$ cat config.mk
export PLATFORM = sky130hd
export DESIGN_NAME = slow_dot_product_arbiter
export DESIGN_NICKNAME = d
export VERILOG_FILES = /design/src/rtl/ransac_fixed.sv /design/src/rtl/rr_priority_picker.sv /design/src/rtl/slow_dot_product_arbiter.sv
export SDC_FILE = /design/constraint.sdc
export NUM_CORES = 1
export LEC_CHECK = 0
export BUFFER_PORTS_ARGS = -buffer_cell sky130_fd_sc_hd__buf_2
export CELL_PAD_IN_SITES_DETAIL_PLACEMENT = 0
export CELL_PAD_IN_SITES_GLOBAL_PLACEMENT = 1
export CORE_AREA = 2 2 403 405
export CTS_BUF_LIST = sky130_fd_sc_hd__clkbuf_4
export DETAILED_ROUTE_END_ITERATION = 16
export DIE_AREA = 0 0 405 407
export GPL_ROUTABILITY_DRIVEN = 0
export PLACE_DENSITY = 0.36
export SLEW_MARGIN = 10
export SYNTH_ARGS = -nofsm -noshare
export SYNTH_HDL_FRONTEND = slang
export SYNTH_SLANG_ARGS = --single-unit
$ cat constraint.sdc
create_clock -name clock -period 5.54 [get_ports clock]
set_input_delay 1.108 -clock clock [delete_from_list [all_inputs] [get_ports clock]]
set_output_delay 1.108 -clock clock [all_outputs]
set_load 0.02 [all_outputs]
$ cat src/rtl/ransac_fixed.sv
// Shared fixed-point types for the RANSAC datapath, plus the arbiter state
// encoding so monitors can decode what the dot-product arbiter is doing.
package ransac_fixed;

  localparam int fixed_width = 32;

  typedef logic signed [fixed_width-1:0] fixed_t;

  typedef struct packed {
    fixed_t x;
    fixed_t y;
    fixed_t z;
  } vector3f_t;

  typedef enum logic [1:0] {
    IDLE,
    ISSUE,
    WAIT,
    RESPOND
  } dp_arb_state_t;

  // Index width that stays legal for a single requester.
  function automatic int index_width(input int n);
    return (n > 1) ? $clog2(n) : 1;
  endfunction

endpackage

$ cat src/rtl/rr_priority_picker.sv
// Combinational round-robin picker: first valid requester at or after rr_ptr,
// wrapping past the top index back to zero.
module rr_priority_picker
  import ransac_fixed::*;
#(
  parameter int num_requesters = 4
) (
  input  logic [num_requesters-1:0]               req_valid,
  input  logic [index_width(num_requesters)-1:0]  rr_ptr,
  output logic [index_width(num_requesters)-1:0]  pick,
  output logic                                    any_valid
);

  localparam int index_bits = index_width(num_requesters);

  logic [index_bits-1:0] cand [num_requesters];

  for (genvar gi = 0; gi < num_requesters; gi++) begin : g_cand
    assign cand[gi] = index_bits'((int'(rr_ptr) + gi) % num_requesters);
  end

  // Scan from the farthest offset down so the nearest valid candidate wins.
  always_comb begin
    pick      = '0;
    any_valid = 1'b0;
    for (int k = num_requesters - 1; k >= 0; k--) begin
      if (req_valid[cand[k]]) begin
        pick      = cand[k];
        any_valid = 1'b1;
      end
    end
  end

endmodule

$ cat src/rtl/slow_dot_product_arbiter.sv
// Round-robin front end that shares one slow vector dot-product unit between
// several RANSAC clients, one transaction in flight at a time.
module slow_dot_product_arbiter
  import ransac_fixed::*;
#(
  parameter int num_requesters = 4,
  parameter int timeout_cycles = 64
) (
  input  logic                            clock,
  input  logic                            reset,
  input  logic [num_requesters-1:0]       req_valid,
  input  vector3f_t [num_requesters-1:0]  req_lhs,
  input  vector3f_t [num_requesters-1:0]  req_rhs,
  output logic [num_requesters-1:0]       req_ready,
  output logic [num_requesters-1:0]       resp_valid,
  input  logic [num_requesters-1:0]       resp_ready,
  output fixed_t                          resp_dot_product,
  output logic                            dp_input_valid,
  output vector3f_t                       dp_lhs,
  output vector3f_t                       dp_rhs,
  input  logic                            dp_input_ready,
  input  logic                            dp_output_valid,
  input  fixed_t                          dp_dot_product,
  output logic                            busy,
  output logic                            timeout_error
);

  localparam int index_bits = index_width(num_requesters);
  localparam int count_bits = $clog2(timeout_cycles + 1);
  localparam logic [count_bits-1:0] count_limit = count_bits'(timeout_cycles);
  localparam logic [index_bits-1:0] last_index  = index_bits'(num_requesters - 1);

  dp_arb_state_t         state_reg,      state_next;
  logic [index_bits-1:0] rr_ptr_reg,     rr_ptr_next;
  logic [index_bits-1:0] grant_reg,      grant_next;
  vector3f_t             dp_lhs_reg,     dp_lhs_next;
  vector3f_t             dp_rhs_reg,     dp_rhs_next;
  fixed_t                result_reg,     result_next;
  logic [count_bits-1:0] wait_count_reg, wait_count_next;
  logic                  timeout_reg,    timeout_next;

  logic [index_bits-1:0] pick;
  logic                  any_valid;

  rr_priority_picker #(
    .num_requesters(num_requesters)
  ) u_picker (
    .req_valid (req_valid),
    .rr_ptr    (rr_ptr_reg),
    .pick      (pick),
    .any_valid (any_valid)
  );

  always_ff @(posedge clock or negedge reset) begin
    if (!reset) begin
      state_reg      <= IDLE;
      rr_ptr_reg     <= '0;
      grant_reg      <= '0;
      dp_lhs_reg     <= '0;
      dp_rhs_reg     <= '0;
      result_reg     <= '0;
      wait_count_reg <= '0;
      timeout_reg    <= 1'b0;
    end else begin
      state_reg      <= state_next;
      rr_ptr_reg     <= rr_ptr_next;
      grant_reg      <= grant_next;
      dp_lhs_reg     <= dp_lhs_next;
      dp_rhs_reg     <= dp_rhs_next;
      result_reg     <= result_next;
      wait_count_reg <= wait_count_next;
      timeout_reg    <= timeout_next;
    end
  end

  always_comb begin
    state_next      = state_reg;
    rr_ptr_next     = rr_ptr_reg;
    grant_next      = grant_reg;
    dp_lhs_next     = dp_lhs_reg;
    dp_rhs_next     = dp_rhs_reg;
    result_next     = result_reg;
    wait_count_next = wait_count_reg;
    timeout_next    = timeout_reg;
    req_ready       = '0;

    case (state_reg)
      IDLE: begin
        if (any_valid) begin
          req_ready[pick] = 1'b1;
          grant_next      = pick;
          dp_lhs_next     = req_lhs[pick];
          dp_rhs_next     = req_rhs[pick];
          state_next      = ISSUE;
        end
      end
      ISSUE: begin
        if (dp_input_ready) begin
          wait_count_next = '0;
          state_next      = WAIT;
        end
      end
      WAIT: begin
        // wait_count==0 marks the first WAIT cycle, where output_valid may still be stale.
        if (wait_count_reg != '0 && dp_output_valid) begin
          result_next = dp_dot_product;
          state_next  = RESPOND;
        end
        if (wait_count_reg != count_limit) begin
          wait_count_next = wait_count_reg + 1'b1;
        end
        if (wait_count_next == count_limit) begin
          timeout_next = 1'b1;
        end
      end
      RESPOND: begin
        if (resp_ready[grant_reg]) begin
          rr_ptr_next = (grant_reg == last_index) ? '0 : grant_reg + 1'b1;
          state_next  = IDLE;
        end
      end
      default: state_next = IDLE;
    endcase
  end

  for (genvar gi = 0; gi < num_requesters; gi++) begin : g_resp
    assign resp_valid[gi] = (state_reg == RESPOND) && (grant_reg == index_bits'(gi));
  end

  assign dp_input_valid   = (state_reg == ISSUE);
  assign dp_lhs           = dp_lhs_reg;
  assign dp_rhs           = dp_rhs_reg;
  assign resp_dot_product = result_reg;
  assign busy             = (state_reg != IDLE);
  assign timeout_error    = timeout_reg;

endmodule

==> reports/results.tsv <==
metric	value	unit
crit-reg2reg-launch	rr_ptr_reg[0]	
share_seq_of_total_power	25.9	%
maxClockFrequency	226	MHz
wl_per_cell	24.0	µm
seq_area_frac_synth	40.4	%
drv_slew	0	
leakage_power	11.1	nW
antenna_violating_nets_post_route	0	
share_of_total_power_consumed_by_net_switching	50.2	%
cts_buffers	86	
run_status	finished clean	
min_delay_worst_endpoint	resp_dot_product[5]	
critical_path.endpoint_type	output port	
post_layout_nonfiller_instances	4758	
dieArea	0.165	mm²
criticalPathCategory	reg2out	
timing_worst_slew_pin_value	1.09	ns
power_switching	6.26	mW
placement.io_buffers	1046	
worst_hold_path_cells	2	
fin_worst_skew	0.0669	ns
vias	17000	
end_of_the_worst_register_to_register_path	dp_rhs[71]	
hpwl	90.0	mm
first_global_vias	17900	
grt_usage	13.2	%
unrepaired_setup_endpoints_after_global_routing	false	
data_arrival_at_the_endpoint_of_the_critical_path	3.32	ns
synth_seq_cells	238	
drc_errors	0	
die-width	405	µm
io_pins	1047	
critical_path_s_top_delay_family	simple AND/OR/NAND/NOR gates	
dpl.cell_count	4578	
area_growth_from_synthesis_to_layout	60.2	%
synth_area	0.0148	mm²
ys_warn_count	0	
postSynthNetCount	2308	
initial_utilization	9.21	%
power_density	527	mW/mm²
final_clock_period_utilization_by_the_worst_path	79.9	%
final_nets	3329	
total_wirelength	114	mm
clock_tree.buffer_depth	3	
most_frequently_used_flop_master_after_synthesis	dfrtp_1	
antenna_found_initial	86	
cts.sink_count	238	
path_clk_slew	0.06	ns
initialDrtViolationCount	703	
post_synth_arst_share	100	%
total_setup_violations_reported_at_the_end_of_the_flow	0	
detailed_routing_iterations_pass_1	5	
cts_root_buffer	clkbuf_4	
slowest_stage	nor3_1	
start_kind	register	
critical-path-max-stage-delay	0.70	ns
synth-edff-count	0	
overflow	0	
internal_power	6.20	mW
synth.lib_cells_used.distinct	46	
cts_tree	yes	
hold_path_startpoint	dp_dot_product[5]	
setup_slack_of_the_most_critical_reg_to_reg_path	2.54	ns
max_cap_violations	0	
avg_synthesized_cell_area	9.93	µm²
setup_tns	0	ns
post_synth_inst_count	1486	
buffers_and_inverters_on_the_worst_path	2	
peakVddDrop	381	µV
core_area	0.160	mm²
grt_first_pass_wirelength	150	mm
vias_per_cell	3.56	
worstPathMaxFanout	56	
post_route_cells_drive_above_1_share	51.2	%
placement_rows	147	
h-tree-depth	3	
clock_latency_at_the_later_pin_of_the_worst_skew_pair	0.95	ns
grt_max_degree	104	
report.final.hold_viol_count	0	
max-slew-margin-rel	27.3	%
chipHeight	407	µm
share_comb_of_total_power	56.6	%
required	4.43	ns
crit_path_cell_trace	nand2_1 -> a21o_4 -> nand2_8 -> nor3_1 -> buf_4 -> buf_2	
period_needed	4.42	ns
worst_hold_path_type	in2reg	
share_clk_of_total_power	17.6	%
worst_reg_to_reg_cells	7	
## layout make-up
type / instances / area (µm²)
repair buffers: 1085 / 5690
flip-flops and latches: 238 / 5960
well taps: 2160 / 2700
fillers: 18500 / 137000
inverters: 8 / 30.0
diodes: 26 / 65.1
multi-input cells: 1088 / 8080
clock inverters: 23 / 144
clock buffers: 130 / 976
## power by group through the flow
stage	Clock [mW]	Combinational, mW	Sequential (mW)
2_1_floorplan	0	3.31	4.08
3_3_place_gp	0	7.29	3.25
3_5_place_dp	0	7.27	3.25
4_1_cts	2.37	7.29	3.24
5_1_grt	2.44	7.70	3.34
6_report	2.19	7.05	3.23
## worst reg2reg max path, cell delays in order, from the launching register on
cell and delay [ns]:
dfrtp_1 0.45, nor3b_2 0.44, a31oi_4 0.11, buf_12 0.24, buf_4 0.62, and3_1 0.32, a211oi_1 0.57, a211oi_2 0.05
## synth_stat cells, types with 2 or more instances
cell	count	share of area [%]
clkbuf_4	2	0.10
inv_1	8	0.20
a211oi_1	336	17
ha_1	10	0.85
mux2_1	2	0.15
nor2_1	202	5.1
clkbuf_1	80	2.0
buf_4	19	0.97
and2_1	5	0.21
dfrtp_1	238	40
o31ai_1	4	0.20
buf_2	47	1.6
or3_1	2	0.085
nor3_1	3	0.10
and3_1	192	8.1
xnor2_1	2	0.12
o21ai_0	10	0.34
nand2b_1	5	0.21
mux2i_1	193	13
a211oi_2	49	4.2
nand2_1	14	0.36
nand3_1	3	0.10
nor2b_1	3	0.13
buf_6	3	0.23
o21ai_1	2	0.068
mux2_2	32	2.4
## what timing repair did
item / in CTS / in global routing
resized for setup: 0 / 0
hold buffers: 1 / 0
hold endpoints to repair: 58 / 0
buffers inserted: 0 / 0
## metal layers
metal | vias up | track usage, % | part of all wire [%]
met2 | 726 | 22.7 | 50
met3 | 248 | 5.18 | 8.6
met4 | 54 | 5.18 | 3.2
met5 | - | 1.43 | 0.61
li1 | 7764 | - | -
met1 | 8164 | 14.5 | 38
## cell families after synthesis
| kind of cell | synth area share (%) |
|---|---|
| compound gates | 22.7 |
| xor+xnor | 0.178 |
| fa+ha+maj | 0.848 |
| buf+inv | 5.15 |
| flops | 40.4 |
| mux | 15.8 |
| simple gates | 14.9 |
## how the worst max path moves through the flow
| stage | start | endpoint | slack (ns) | cells after the start |
|---|---|---|---|---|
| floorplan | req_valid[0] | req_ready[1] | 1.97 | 6 |
| global placement | req_valid[0] | req_ready[3] | 1.09 | 7 |
| detailed placement | req_valid[0] | req_ready[3] | 1.08 | 7 |
| CTS | rr_ptr_reg[1] | req_ready[3] | 0.62 | 6 |
| global route | rr_ptr_reg[1] | req_ready[3] | 0.67 | 6 |
| finish | rr_ptr_reg[1] | req_ready[3] | 1.12 | 6 |
## layout by cell type, fill, tap and decap left out, drive strengths merged, types with 2 or more instances in the layout
cell and instances:
nand2 15, inv 11, clkinvlp 3, nor3b 2, nor3 3, o31ai 5
mux2 34, mux2i 193, nand3 3, diode 26, clkinv 16, nor2b 3
and3 192, nor2 202, clkbuf 130, xnor2 2, o21ai 12, or3 2
buf 1084, nand2b 5, o311ai 2, dfrtp 238, a211oi 385, and2 5
ha 10
## through the flow
step	util (%)	power (mW)	setup WS (ns)	instance area, µm²	hold slack (ns)
final	14.8	12.5	1.12	23600	0.367
after global routing	14.7	13.5	0.675	23600	0.171
after CTS	14.7	12.9	0.623	23600	0.0853
after detailed placement	14.0	10.5	1.08	22500	0.463
after global placement	14.0	10.5	1.09	22500	0.472
after floorplan	-	7.39	1.97	14800	0.512
Note: power is estimated with default switching activity, not from simulation.
